--- config.mk ---
export PLATFORM = sky130hd
export DESIGN_NAME = serial_add_ctrl
export DESIGN_NICKNAME = d
export VERILOG_FILES = /design/src/rtl/serial_add_pkg.sv /design/src/rtl/serial_add_ctrl_b_cell.sv /design/src/rtl/serial_add_ctrl.sv
export SDC_FILE = /design/constraint.sdc
export NUM_CORES = 1
export LEC_CHECK = 0
export BUFFER_PORTS_ARGS = -buffer_cell sky130_fd_sc_hd__buf_2
export CORE_AREA = 2 2 110 112
export DETAILED_ROUTE_END_ITERATION = 7
export DIE_AREA = 0 0 112 114
export GPL_ROUTABILITY_DRIVEN = 0
export SYNTH_ARGS = -nofsm -noshare
export SYNTH_HDL_FRONTEND = slang
export SYNTH_SLANG_ARGS = --single-unit
export TNS_END_PERCENT = 10
--- constraint.sdc ---
create_clock -name clock -period 1.55 [get_ports clock]
set_input_delay 0.0775 -clock clock [delete_from_list [all_inputs] [get_ports clock]]
set_output_delay 0.0775 -clock clock [all_outputs]
set_load 0.03 [all_outputs]
--- src/rtl/serial_add_pkg.sv ---
// Shared definitions for the bit-serial add/subtract controller:
// FSM state encoding and the default operand width.
package serial_add_pkg;

    localparam int unsigned DEFAULT_WIDTH = 32;

    typedef enum logic [1:0] {
        IDLE = 2'd0,
        RUN  = 2'd1,
        DONE = 2'd2
    } state_e;

endpackage : serial_add_pkg

--- src/rtl/serial_add_ctrl_b_cell.sv ---
// Single-bit generate/propagate/sum cell shared by the serial adder.
module B_Cell (
    input  logic x,
    input  logic y,
    input  logic c,
    output logic g,
    output logic p,
    output logic s
);

    assign g = x & y;
    assign p = x ^ y;
    assign s = p ^ c;

endmodule : B_Cell

--- src/rtl/serial_add_ctrl.sv ---
// Bit-serial adder/subtractor controller: one B_Cell processes one bit per
// cycle, LSB first. Subtraction is a + ~b + 1 (b inverted, carry seeded to 1).
// Optional signed-overflow flag enabled by defining SERIAL_ADD_OVF_EN.
module serial_add_ctrl
    import serial_add_pkg::*;
#(
    parameter int unsigned WIDTH = DEFAULT_WIDTH
) (
    input  logic             clock,
    input  logic             clear,
    input  logic             start,
    input  logic             sub,
    input  logic [WIDTH-1:0] a,
    input  logic [WIDTH-1:0] b,
    output logic             busy,
    output logic             done,
    output logic [WIDTH-1:0] result,
    output logic             cout,
    output logic             overflow
);

    localparam int unsigned CW = $clog2(WIDTH) + 1;
    localparam logic [CW-1:0] LAST_BIT = CW'(WIDTH - 1);

    state_e           state_q, state_d;
    logic [CW-1:0]    cnt_q, cnt_d;
    logic [WIDTH-1:0] a_sh_q, a_sh_d;
    logic [WIDTH-1:0] b_sh_q, b_sh_d;
    logic [WIDTH-1:0] result_q, result_d;
    logic             sub_q, sub_d;
    logic             carry_q, carry_d;
    logic             cout_q, cout_d;

    logic cell_g, cell_p, cell_s;

    B_Cell u_cell (
        .x (a_sh_q[0]),
        .y (b_sh_q[0] ^ sub_q),
        .c (carry_q),
        .g (cell_g),
        .p (cell_p),
        .s (cell_s)
    );

`ifdef SERIAL_ADD_OVF_EN
    logic msb_cin_q, msb_cin_d;
`endif

    // Next-state, datapath update and status outputs
    always_comb begin
        state_d  = state_q;
        cnt_d    = cnt_q;
        a_sh_d   = a_sh_q;
        b_sh_d   = b_sh_q;
        result_d = result_q;
        sub_d    = sub_q;
        carry_d  = carry_q;
        cout_d   = cout_q;
`ifdef SERIAL_ADD_OVF_EN
        msb_cin_d = msb_cin_q;
`endif
        busy = 1'b0;
        done = 1'b0;

        case (state_q)
            IDLE: begin
                if (start) begin
                    a_sh_d  = a;
                    b_sh_d  = b;
                    sub_d   = sub;
                    carry_d = sub;
                    cnt_d   = '0;
                    state_d = RUN;
                end
            end
            RUN: begin
                busy     = 1'b1;
                result_d = {cell_s, result_q[WIDTH-1:1]};
                a_sh_d   = a_sh_q >> 1;
                b_sh_d   = b_sh_q >> 1;
                carry_d  = cell_g | (cell_p & carry_q);
                if (cnt_q == LAST_BIT) begin
                    // Final bit: latch carry-out (and MSB carry-in) so they
                    // stay valid alongside result until the next start.
                    cout_d  = cell_g | (cell_p & carry_q);
`ifdef SERIAL_ADD_OVF_EN
                    msb_cin_d = carry_q;
`endif
                    state_d = DONE;
                end else begin
                    cnt_d = cnt_q + CW'(1);
                end
            end
            DONE: begin
                busy    = 1'b1;
                done    = 1'b1;
                state_d = IDLE;
            end
            default: begin
                state_d = IDLE;
            end
        endcase
    end

    // State and datapath registers with synchronous clear
    always_ff @(posedge clock) begin
        if (clear) begin
            state_q  <= IDLE;
            cnt_q    <= '0;
            a_sh_q   <= '0;
            b_sh_q   <= '0;
            result_q <= '0;
            sub_q    <= 1'b0;
            carry_q  <= 1'b0;
            cout_q   <= 1'b0;
`ifdef SERIAL_ADD_OVF_EN
            msb_cin_q <= 1'b0;
`endif
        end else begin
            state_q  <= state_d;
            cnt_q    <= cnt_d;
            a_sh_q   <= a_sh_d;
            b_sh_q   <= b_sh_d;
            result_q <= result_d;
            sub_q    <= sub_d;
            carry_q  <= carry_d;
            cout_q   <= cout_d;
`ifdef SERIAL_ADD_OVF_EN
            msb_cin_q <= msb_cin_d;
`endif
        end
    end

    assign result = result_q;
    assign cout   = cout_q;

`ifdef SERIAL_ADD_OVF_EN
    // Both terms are loaded on the final RUN edge, so the flag is valid in
    // DONE and held with result until the next operation completes.
    assign overflow = msb_cin_q ^ cout_q;
`else
    assign overflow = 1'b0;
`endif

endmodule : serial_add_ctrl

==> flow_metrics.env <==
export IMPL_status="finished clean"
export IMPL_avgRoutedWirePerCell_um=14.8
export IMPL_syn_nets=538
export IMPL_cp_num_cells=6
export IMPL_power_total_mw=7.09
export IMPL_drive_gt1_frac=0.316
export IMPL_drv_cap=0
export IMPL_groute_usage_overall=0.159
export IMPL_wl_mm=10.6
export IMPL_syn_inst=464
export IMPL_drv_slew=0
export IMPL_grt_pass1_vias=3513
export IMPL_area_delta_synth_final_pct=29.9
export IMPL_setup_slack_ps=35.3
export IMPL_num_vias=3672
export IMPL_htree_levels=3
export IMPL_rows=40
export IMPL_yosysWarnings=0
export IMPL_final_design_area_no_fill_um2=5870
export IMPL_cts_buffers=9
export IMPL_yosys_area_share_simple=0.112
export IMPL_dp_hpwl_mm=6.30
export IMPL_synth_area_mux_share=0.216
export IMPL_worstSkewPairLatency_ps=340
export IMPL_path_cells="buf_4, ha_4, mux2_4, o21ai_2, mux2i_1, a21oi_1"
export IMPL_portBuffers=102
export IMPL_highest_signal_layer="met4"
export IMPL_nets=639
export IMPL_synth_cell_types=32
export IMPL_synth_compound_area_share=0.133
export IMPL_critPathLaunchType="flop"
export IMPL_cp_slowest_cell="mux2_4"
export IMPL_place_ws_ps=-99.5
export IMPL_layoutNonFillerInstCount=717
export IMPL_fin_crit_ps=1510
export IMPL_antenna_found_initial=0
export IMPL_first_iter_violations=208
export IMPL_synth_main_ff_cell="dfxtp_1"
export IMPL_synth_seq_cells=107
export IMPL_worst_setup_path_type="flop to flop"
export IMPL_critPathBufInv=1
export IMPL_whs_ps=9.45
export IMPL_utilization=0.502
export IMPL_die_y_um=114
export IMPL_end_kind="flop"
export IMPL_cts_buffer_depth=2
export IMPL_required_ps=1780
export IMPL_drtAntennaViolNets=0
export IMPL_final_common_cell="dfxtp_1"
export IMPL_r2r_cells=6
export IMPL_start_util=0.386
export IMPL_fp_dieW_um=112
export IMPL_fin_crit_sh=0.977
export IMPL_synth_edff_count=0
export IMPL_grt_max_degree=68
export IMPL_path_clk_slew_ps=70
export IMPL_synth_xor_area_frac=0.00194
export IMPL_leakage_nw=2.41
export IMPL_cts_num_sinks=107
export IMPL_async_flop_share=0
export IMPL_critPathArrivalTime_ps=1750
export IMPL_wl_met2_mm=4.91
export IMPL_ys_seq_area_frac=0.474
export IMPL_via_per_inst=5.12
export IMPL_synth_top_family_by_area="multiplexers"
export IMPL_timing_setup_tns_ps=0
export IMPL_dr_pass1_iters=4
export IMPL_finClkSkew_ps=5.16
export IMPL_rsz0062_at_grt="yes"
export IMPL_hold_path_class="input port to flop"
export IMPL_place_area_um2=5280
export IMPL_synth_adder_area_share=0.0183
export IMPL_hold_viol=0
export IMPL_cp_top_family="multiplexers"
export IMPL_critPathMaxStageDelay_ps=350
export IMPL_cts_tree="yes"
export IMPL_ios=104
export IMPL_holdPathStages=3
export IMPL_synth_area_um2=4520
export IMPL_core_um2=11700
export IMPL_placed_cells=691
export IMPL_path_max_fanout=6
export IMPL_fmax_mhz=660
export IMPL_met1_length_mm=4.98
export IMPL_syn_area_per_cell_um2=9.75
export IMPL_dieArea_um2=12800
export IMPL_antenna_cells=0
export IMPL_power_density_nw_per_um2=1210
export IMPL_grt_first_pass_wirelength_mm=16.7
export IMPL_wl_met3_um=586
export IMPL_setup_violations_final=0
export IMPL_remaining_drc_errors=0
export IMPL_cts_root_buffer="clkbuf_16"
export IMPL_gr_total_overflow=0
export IMPL_ir_drop_v=0.000764
export IMPL_layout_common_cells="dfxtp_1, buf_2, nor2_1"
## synth_stat cells (2+ instances only)
master | instances | share of area
nor2_1 | 100 | 0.083
nand3_1 | 4 | 0.0044
o21ai_0 | 4 | 0.0044
buf_4 | 2 | 0.0033
nor2b_1 | 3 | 0.0041
dfxtp_1 | 107 | 0.47
a21oi_1 | 7 | 0.0077
nand2_1 | 8 | 0.0066
nor3b_1 | 2 | 0.0033
inv_1 | 5 | 0.0041
nand2b_1 | 3 | 0.0041
ha_1 | 5 | 0.014
clkbuf_1 | 13 | 0.011
o21ai_1 | 2 | 0.0022
mux2i_1 | 95 | 0.21
a211oi_1 | 65 | 0.11
buf_2 | 23 | 0.025
a22oi_1 | 2 | 0.0033
## registers in the layout (all words and copies together), names as in the netlist
| register | count |
|---|---|
| a_sh_q | 32 |
| b_sh_q | 32 |
| carry_q | 1 |
| cnt_q | 6 |
| cout | 1 |
| result | 32 |
| state_q | 2 |
| sub_q | 1 |
## worst reg2reg max path, cell delays in order (launching register included)
cell	delay (ps)
dfxtp_2	320
buf_4	130
ha_4	170
mux2_4	350
o21ai_2	110
mux2i_1	230
a21oi_1	90
## final timing paths
| path | from | end | slack, ps |
|---|---|---|---|
| max reg2reg | state_q[0]$_SDFFE_PP0P_ | cnt_q[3]$_SDFFE_PP0P_ | 40 |
| min | a[31] | a_sh_q[31]$_SDFFE_PP0P_ | 9 |
| min reg2reg | carry_q$_SDFFE_PP0P_ | carry_q$_SDFFE_PP0P_ | 450 |
| max | state_q[0]$_SDFFE_PP0P_ | cnt_q[3]$_SDFFE_PP0P_ | 40 |
## power breakdown
| group | leakage (nW) | total (mW) | internal (mW) | switching [mW] |
|---|---|---|---|---|
| combinational | 1.39 | 1.71 | 0.829 | 0.880 |
| sequential | 0.879 | 3.15 | 3.01 | 0.140 |
| clock | 0.146 | 2.23 | 1.27 | 0.963 |
| total | 2.41 | 7.09 | 5.11 | 1.98 |
## area by class of cell
type,instances,area (um2)
Clock buffer,15,288
Clock inverter,1,5.00
Fill cell,1118,5840
Inverter,5,18.8
Multi-Input combinational cell,314,2350
Sequential cell,107,2150
Tap cell,147,184
Timing Repair Buffer,128,887
## cell families after synthesis
| family | count (synthesis) |
|---|---|
| and+or+nand+nor | 124 |
| DFF | 107 |
| muxes | 97 |
| AOI/OAI and AO/OA | 84 |
| buffers and inverters | 44 |
| adders and majority gates | 6 |
| other | 1 |
| xor gates and xnor gates | 1 |
## metal layers
metal  vias to the layer above  global-route usage
li1                       1835                   -
met1                      1745               0.210
met2                        83               0.254
met3                         9              0.0446
met4                         0              0.0488
met5                         -                   0
## timing repair
| item | 4_1_cts | 5_1_grt |
|---|---|---|
| resized for setup | 5 | 34 |
| cloned | 1 | 5 |
| hold buffers | 2 | 0 |
| pin swaps | 1 | 13 |
| setup endpoints to repair | 64 | 68 |
| setup buffers | 0 | 2 |
| hold endpoints to repair | 4 | 0 |
Power figures use the tool's default switching activity.
